File: src/rtl/mag_arbiter.sv
// Round-robin arbiter that feeds atomic real/imag beat pairs from NCH receive channels
// into one shared magnitude-squared unit and tags each result with its source channel.
module mag_arbiter #(
    parameter int DW      = 16,
    parameter int NCH     = 4,
    parameter int TIMEOUT = 64,
    parameter int MAG_LAT = 2,
    localparam int CW     = (NCH > 1) ? $clog2(NCH) : 1
) (
    input  logic              clk,
    input  logic              rst,
    input  logic [NCH*DW-1:0] ch_data_i,
    input  logic [NCH-1:0]    ch_valid_i,
    input  logic [NCH-1:0]    ch_last_i,
    output logic [NCH-1:0]    ch_ready_o,
    output logic [DW-1:0]     data_o,
    output logic              valid_o,
    output logic              last_o,
    output logic [CW-1:0]     mag_chan_o,
    output logic              mag_chan_valid_o,
    output logic              err_o,
    output logic [15:0]       err_cnt_o
);

    localparam int TW = $clog2(TIMEOUT + 1);

    typedef enum logic [1:0] {
        S_IDLE = 2'd0,
        S_REAL = 2'd1,
        S_IMAG = 2'd2
    } state_t;

    state_t          state_q, state_d;
    logic [CW-1:0]   grant_q, grant_d;
    logic [CW-1:0]   last_grant_q, last_grant_d;
    logic [TW-1:0]   tmo_q, tmo_d;
    logic [DW-1:0]   data_q;
    logic            valid_q, last_q, err_q;
    logic [15:0]     err_cnt_q;
    logic [MAG_LAT-1:0] dl_v_q;
    logic [CW-1:0]   dl_c_q [MAG_LAT];

    logic            sel_valid_s, sel_last_s, accept_s, fwd_s, err_s;
    logic [DW-1:0]   sel_data_s;

    // First requesting channel strictly after the previous winner, wrapping around.
    function automatic logic [CW-1:0] rr_pick(input logic [NCH-1:0] req, input logic [CW-1:0] prev);
        logic [CW-1:0] pick;
        logic          found;
        int            idx;
        pick  = prev;
        found = 1'b0;
        for (int k = 1; k <= NCH; k++) begin
            idx = (int'(prev) + k) % NCH;
            if (!found && req[idx]) begin
                pick  = CW'(idx);
                found = 1'b1;
            end
        end
        return pick;
    endfunction

    assign sel_valid_s = ch_valid_i[grant_q];
    assign sel_last_s  = ch_last_i[grant_q];
    assign sel_data_s  = ch_data_i[int'(grant_q)*DW +: DW];
    assign accept_s    = (state_q != S_IDLE) && sel_valid_s;

    // State register plus datapath, error counter and result-tag delay line.
    always_ff @(posedge clk) begin
        if (!rst) begin
            state_q      <= S_IDLE;
            grant_q      <= '0;
            last_grant_q <= CW'(NCH - 1);
            tmo_q        <= '0;
            data_q       <= '0;
            valid_q      <= 1'b0;
            last_q       <= 1'b0;
            err_q        <= 1'b0;
            err_cnt_q    <= 16'h0000;
            dl_v_q       <= '0;
            for (int i = 0; i < MAG_LAT; i++) begin
                dl_c_q[i] <= '0;
            end
        end else begin
            state_q      <= state_d;
            grant_q      <= grant_d;
            last_grant_q <= last_grant_d;
            tmo_q        <= tmo_d;
            data_q       <= fwd_s ? sel_data_s : '0;
            valid_q      <= fwd_s;
            last_q       <= fwd_s && (state_q == S_IMAG);
            err_q        <= err_s;
            err_cnt_q    <= (err_s && (err_cnt_q != 16'hFFFF)) ? err_cnt_q + 16'd1 : err_cnt_q;
            // last_grant_q already names the pair whose imag beat is on last_o.
            dl_v_q[0]    <= last_q;
            dl_c_q[0]    <= last_grant_q;
            for (int i = 1; i < MAG_LAT; i++) begin
                dl_v_q[i] <= dl_v_q[i-1];
                dl_c_q[i] <= dl_c_q[i-1];
            end
        end
    end

    // Next-state logic: grant selection, beat acceptance, protocol errors and timeout.
    always_comb begin
        state_d      = state_q;
        grant_d      = grant_q;
        last_grant_d = last_grant_q;
        tmo_d        = tmo_q;
        fwd_s        = 1'b0;
        err_s        = 1'b0;
        case (state_q)
            S_IDLE: begin
                if (|ch_valid_i) begin
                    grant_d = rr_pick(ch_valid_i, last_grant_q);
                    state_d = S_REAL;
                end else begin
                    state_d = S_IDLE;
                end
            end
            S_REAL: begin
                if (accept_s && !sel_last_s) begin
                    fwd_s   = 1'b1;
                    tmo_d   = '0;
                    state_d = S_IMAG;
                end else if (accept_s) begin
                    err_s   = 1'b1;
                end else begin
                    state_d = S_REAL;
                end
            end
            S_IMAG: begin
                if (accept_s && sel_last_s) begin
                    fwd_s        = 1'b1;
                    last_grant_d = grant_q;
                    tmo_d        = '0;
                    state_d      = S_IDLE;
                end else begin
                    // A stray real beat and an expiring timeout in one cycle give one pulse.
                    err_s = accept_s;
                    if (tmo_q == TW'(TIMEOUT - 1)) begin
                        err_s        = 1'b1;
                        last_grant_d = grant_q;
                        tmo_d        = '0;
                        state_d      = S_IDLE;
                    end else begin
                        tmo_d = tmo_q + TW'(1);
                    end
                end
            end
            default: begin
                state_d = S_IDLE;
                tmo_d   = '0;
            end
        endcase
    end

    // Output decode: only the granted channel sees ready while a pair is open.
    always_comb begin
        ch_ready_o = '0;
        if ((state_q == S_REAL) || (state_q == S_IMAG)) begin
            ch_ready_o[grant_q] = 1'b1;
        end else begin
            ch_ready_o = '0;
        end
    end

    assign data_o           = data_q;
    assign valid_o          = valid_q;
    assign last_o           = last_q;
    assign err_o            = err_q;
    assign err_cnt_o        = err_cnt_q;
    assign mag_chan_o       = dl_c_q[MAG_LAT-1];
    assign mag_chan_valid_o = dl_v_q[MAG_LAT-1];

endmodule

File: config.mk
export PLATFORM = sky130hd
export DESIGN_NAME = mag_arbiter
export DESIGN_NICKNAME = d
export VERILOG_FILES = /design/src/rtl/mag_arbiter.sv
export SDC_FILE = /design/constraint.sdc
export NUM_CORES = 1
export LEC_CHECK = 0
export CAP_MARGIN = 20
export CORE_UTILIZATION = 43
export DETAILED_ROUTE_END_ITERATION = 12
export PLACE_DENSITY = 0.9
export SKIP_LAST_GASP = 1
export SLEW_MARGIN = 20
export SYNTH_ARGS = -nofsm -noshare
export SYNTH_HDL_FRONTEND = slang
export SYNTH_SLANG_ARGS = --single-unit
File: constraint.sdc
create_clock -name clk -period 2.9 [get_ports clk]
set_input_delay 0.29 -clock clk [delete_from_list [all_inputs] [get_ports clk]]
set_output_delay 0.29 -clock clk [all_outputs]
set_load 0.01 [all_outputs]
After elaboration in Yosys (flattened, before gate mapping)
Memory sizes are Yosys's and may differ from the RTL's.
Cells that the tools add are included.
Storage, ports and cells
  bits in registers: 50
  RAM bits: 4
  bits of input ports: 74
  output and inout bits: 42
  word-level logic and storage cells: 121
  memories: 1
Memories
  dl_c_q: words 2, width 2, rd ports 2, clocked after memory_dff 0, wr ports 2, line 41  | logic [CW-1:0] dl_c_q [MAG_LAT];
Operators by class
  add/sub/neg operators: 6
  order comparisons: 6
  equality and inequality tests: 7
  shift operators: 1
  muxes and demuxes: 56
  bitwise logic cells: 7
  reductions and logical operators: 27
Operators by type and width (number)
  $shiftx A64 B7 Y16: 1
  $mux W1: 29
  $mux W2: 12
  $mux W7: 3
  $pmux W7 S3: 1
  $add A16 B1 Y16 const B: 1
  $lt A3 B4 Y1 const B: 4
  $ne A16 B16 Y1 const B: 1
  $bmux W1 S2: 6
  $reduce_and A2 Y1: 5
  $logic_and A1 B1 Y1: 9
  $reduce_or A2 Y1: 4
  $add A7 B1 Y7 const B: 1
  $eq A7 B6 Y1 const B: 1
  $ne A3 B3 Y1 const B: 2
  $pmux W2 S3: 1
  $add A2 B1 Y2 const B: 2
  $add A2 B2 Y2 const B: 2
  $and A1 B1 Y1 const A: 4
  $logic_not A1 Y1: 4
  $mux W4: 1
  $pmux W1 S2: 2
  $reduce_bool A2 Y1: 2
  $reduce_or A4 Y1: 1
  10 further kinds: 11

Depth between registers and ports, before layout
  word-level depth: 22
  gate-level depth with buffers: 10
  mapped depth without buffers: 8

Least setup slack after synthesis
No wires, ideal clock.
  path kind: register to register
  from: register grant_q[0]
  to: register err_cnt_q[15] (netlist: err_cnt_o[15])
  setup time: 0.071 ns
  arrival: 2.034 ns
  data required time: 2.829 ns
  path slack: 0.796 ns
  stages on the path, launching flop included: 8
  buffers on the path: 1
  period minus slack after synthesis: 2.104 ns
  cells stage by stage: dfxtp_1 buf_6 mux2_2 a22oi_4 mux2i_2 a22oi_2 or4_1 a21oi_1
On the way
  longest elaborated chain between the ends: 7
  elaborated cells between the ends (all ways): 14
  classes of those cells: mux: 9; reduce/logical: 5
RTL lines
  start: declaration: line 34  | logic [CW-1:0] grant_q, grant_d;
  start signal: assignment: line 86  | grant_q <= grant_d;
  $bmux W1 S2 (on tied branches): line 63, 64
  $mux W1 (on tied branches): line 63, 64
  $logic_and A1 B1 Y1 / $logic_not A1 Y1 (equally long branches): line 66, 122
  $mux W1, or another cell as far along: line 141  | if (tmo_q == TW'(TIMEOUT - 1)) begin
  $mux W1 (on tied branches): line 133, 122
  $pmux W1 S2 (*): line 112  | case (state_q)
  $logic_and A1 B1 Y1 (*): line 93  | err_cnt_q <= (err_s && (err_cnt_q != 16'hFFFF)) ? err_cnt_q + 16'd1 : err_cnt_q;
  end signal: assignment: line 93
  end: declaration: line 39  | logic [15:0] err_cnt_q;
Mark *: on every way between the ends. The rest lies on a longest branch, timed or not. The select of a mux whose other input is x is not followed.
A chain may end at the register's enable or synchronous reset.

Final worst setup path
  from: register state_q[0]
  to: register err_cnt_q[3] (netlist: err_cnt_o[3])
On the way
  longest elaborated chain between the ends: 6
  elaborated cells between the ends (all ways): 12
  classes of those cells: eq/ne: 2; mux: 5; reduce/logical: 5
RTL lines
  start: declaration: line 33  | state_t state_q, state_d;
  start signal: assignment: line 85  | state_q <= state_d;
  $reduce_bool A2 Y1: line 66  | assign accept_s = (state_q != S_IDLE) && sel_valid_s;
  $logic_and A1 B1 Y1: line 66
  $mux W1, or another cell as far along: line 141
  $mux W1 (on tied branches): line 133, 122
  $pmux W1 S2 (*): line 112
  $logic_and A1 B1 Y1 (*): line 93
Mark *: on every way between the ends. The rest lies on a longest branch, timed or not.

==> summary.md <==
| Metric | Value |
|---|---|
| R2R depth | 9 |
| Final setup violation count | 0 |
| Hold-fix buffer count after cts | 0 |
| Worst VDD drop | 194.7 uV |
| Sequential share of power | 50.1% |
| Net load switching power | 0.0003802 W |
| Asr flop ratio synth | 0% |
| Core area | 6061 sq um |
| Max_cap viols | 0 |
| Total Neg Setup Slack | 0 ps |
| Filler Cells Inserted | 462 |
| Netlist area before placement | 2776 sq um |
| DRC | 0 |
| Drt pass-1 iters | 4 |
| Comb power frac | 21.8% |
| Slew Limit Fails | 0 |
| Peak Freq | 406.1 MHz |
| Skew final | 4.175 ps |
| Routability Congestion | 0.8962 |
| Distinct cells, synth | 50 |
| Hold wc startpoint | tmo_q[6] |
| Ranking of synthesized cells by area | dfxtp_1, mux4_2, nor2b_1, a21oi_1, and2_1 |
| Die area | 6782 sq um |
| Drt via density | 5.512 |
| Post-synth top flop | dfxtp_1 |
| Vias in the first global route | 2429 |
| Min-Delay Path Class | flip-flop to flip-flop |
| CTS clk-pin slew, worst paths | 90 ps |
| CTS root buf | clkbuf_8 |
| Crit start category | flip-flop |
| Cell internal pwr | 0.001148 W |
| Hold Violations, Final | 0 |
| Post-route ant nets | 0 |
| Placed instance count | 463 |
| Top-Level Pins | 116 |
| Clock Path Buffers | 2 |
| Setup crit end kind | flip-flop |
| Synth top area share | 38.94% |
| Post-CTS Setup Inserts | 0 |
| Pleak | 1.452 nW |
| Switching power share of the total | 24.88% |
| Reg2reg setup slack | 440 ps |
| CTS Buf Count | 5 |
| Critical path startpoint | state_q[0] |
| Hold Path Cell Cnt | 2 |
| Yosys reg bits | 54 |
| Die height | 82.36 microns |
| Max FO, Critical Path | 13 |
| Detailed-route via count | 2596 |
| IO Port Bufs | 115 |
| RSZ-0062 raised after global routing | false |
| RR Endpoint | err_cnt_o[3] |
| Gr ovfl total | 0 |
| WP data arrival | 2700 ps |
| CTS tree | yes |
| Initial detailed-routing violation count | 128 |
| Synth Instances | 281 |
| Hold Crit Endpoint | tmo_q[6] |
| Core Rows | 28 |
| WL final | 8.074 mm |
| Worst Path Required | 3140 ps |
| CTS Sinks | 54 |
| Clk_lat worst skew | 300 ps |
| Max_slew headroom | 49.23% |
| Final Cycle Share | 84.91% |
| Syn Area/Cell | 9.880 sq um |
| Status | completed |
| N_diodes | 0 |
| Largest net degree at the start of global routing | 23 |
| Final Core Density | 67.16% |
| Design Power | 0.001528 W |
| Routed len/inst | 17.14 microns |
| Worst Tran Pin Value | 751.7 ps |
| Power share of the clock group | 28.1% |
| Layout Nets | 474 |
| Area delta synth->final | 46.60% |
| First-pass GRT wire length | 11.58 mm |
| Post-synthesis sequential area ratio | 38.94% |
| Share of layout cells above drive strength 1 | 9.848% |
| Mapped Nets | 360 |
| Tmin final | 2462 ps |
| Starting density of the core | 45.81% |
| Die W | 82.36 microns |
| Number of synthesized flops with an enable pin | 0 |
| Initial antenna violation count | 0 |
| DP HPWL | 6.210 mm |
| Syn. warnings | 0 |
| Pwr Density | 375.5 nW/um^2 |
| Most common cell in the synthesized netlist | dfxtp_1 |
| WS Path Type | flip-flop to flip-flop |
| FF-to-FF Start | state_q[0] |
| Area leader, netlist | dfxtp_1 |
| Top cells by count, synth | dfxtp_1, a21oi_1, nor2_1 |
| Fin cells | 471 |
| PostCTS Resize Cnt | 0 |
| GR Util All Layers | 22.76% |
| H-tree levels | 2 |
==> stage by stage <==
stage / instance area (sq um) / hold WS, ps / setup slack, ps
after floorplan: 2776 / 407.9 / 795.9
after global placement: 3979 / 416.3 / 310.1
after detailed placement: 3979 / 418.5 / 194.8
after CTS: 4070 / 438.9 / 445.0
after global routing: 4070 / 460.4 / 267.9
final: 4070 / 435.4 / 437.7
==> per-layer routing <==
layer  global-route usage [%]  wire length (microns)  up-vias
met5                        0                      0        -
met1                    27.14                   3254     1235
met4                    7.018                    128        0
li1                         -                      -     1244
met3                    5.055                    600       13
met2                    40.41                   4091      104
==> cell type report <==
type	instances	area [sq um]	share of cell area [%]
Clock buffer	7	86.33	2.121
Clock inverter	1	5.005	0.1230
Inverter	11	41.29	1.014
Multi-Input combinational cell	202	1567	38.49
Sequential cell	54	1081	26.56
Tap cell	75	93.84	2.306
Timing Repair Buffer	121	1196	29.39
==> kinds of logic (layout without fill, tap and decap cells) <==
logic type / after synthesis / in the layout / synth area share (%)
and+or+nand+nor: 112 / 112 / 22.35
AOI/OAI and AO/OA: 54 / 54 / 12.44
DFF: 54 / 54 / 38.94
muxes: 25 / 25 / 17.49
buffers and inverters: 25 / 140 / 4.641
xor gates and xnor gates: 6 / 6 / 1.893
adders and majority gates: 5 / 5 / 2.253
==> worst max path at each step <==
| stage | slack (ps) | to | cells after the start |
|---|---|---|---|
| floorplan | 800 | err_cnt_o[15] | 7 |
| global placement | 310 | err_cnt_o[4] | 8 |
| detailed placement | 190 | err_cnt_o[3] | 8 |
| CTS | 450 | err_cnt_o[3] | 9 |
| global route | 270 | err_cnt_o[10] | 9 |
| finish | 440 | err_cnt_o[3] | 9 |
==> sequential cells by signal, indices dropped and copies added, names as in the netlist, 2 cells and up <==
| register | cells |
|---|---|
| data_o | 16 |
| dl_c_q | 4 |
| dl_v_q | 2 |
| err_cnt_o | 16 |
| grant_q | 2 |
| last_grant_q | 2 |
| state_q | 2 |
| tmo_q | 7 |
==> worst max-delay path, cell delays in order (launching register included) <==
cell,delay (ps)
dfxtp_1,330
inv_1,90
ha_1,300
nor2b_1,120
a22oi_4,310
mux2i_2,320
a22oi_2,210
buf_4,220
or3_1,340
a21oi_1,150
==> power by group through the flow <==
stage | Combinational [W] | Clock [W] | Sequential [W]
floorplan | 0.000184 | 0 | 0.000778
global placement | 0.000319 | 0 | 0.000782
detailed placement | 0.000331 | 0 | 0.000783
CTS | 0.000333 | 0.000436 | 0.000765
global route | 0.000359 | 0.000467 | 0.000768
finish | 0.000333 | 0.000429 | 0.000765
==> cells in the final DEF, fill, tap and decap left out, types with 2 or more instances in the layout <==
| master | count |
|---|---|
| nor2_1 | 19 |
| mux4_2 | 18 |
| and4_1 | 2 |
| and3_1 | 5 |
| buf_4 | 6 |
| inv_1 | 10 |
| nand4_1 | 6 |
| nor2b_1 | 17 |
| and2_1 | 12 |
| o22ai_1 | 2 |
| nor3b_1 | 2 |
| a21oi_1 | 19 |
| nand2_1 | 17 |
| or4_1 | 4 |
| mux2i_1 | 4 |
| clkdlybuf4s50_1 | 115 |
| clkbuf_8 | 6 |
| nand2b_1 | 6 |
| ha_1 | 5 |
| dfxtp_1 | 54 |
| o21ai_1 | 5 |
| o21ai_0 | 9 |
| o211ai_1 | 2 |
| xor2_1 | 5 |
| nand3_1 | 9 |
| o31ai_1 | 6 |
| or3_1 | 9 |
(Power assumes the default switching activity.)
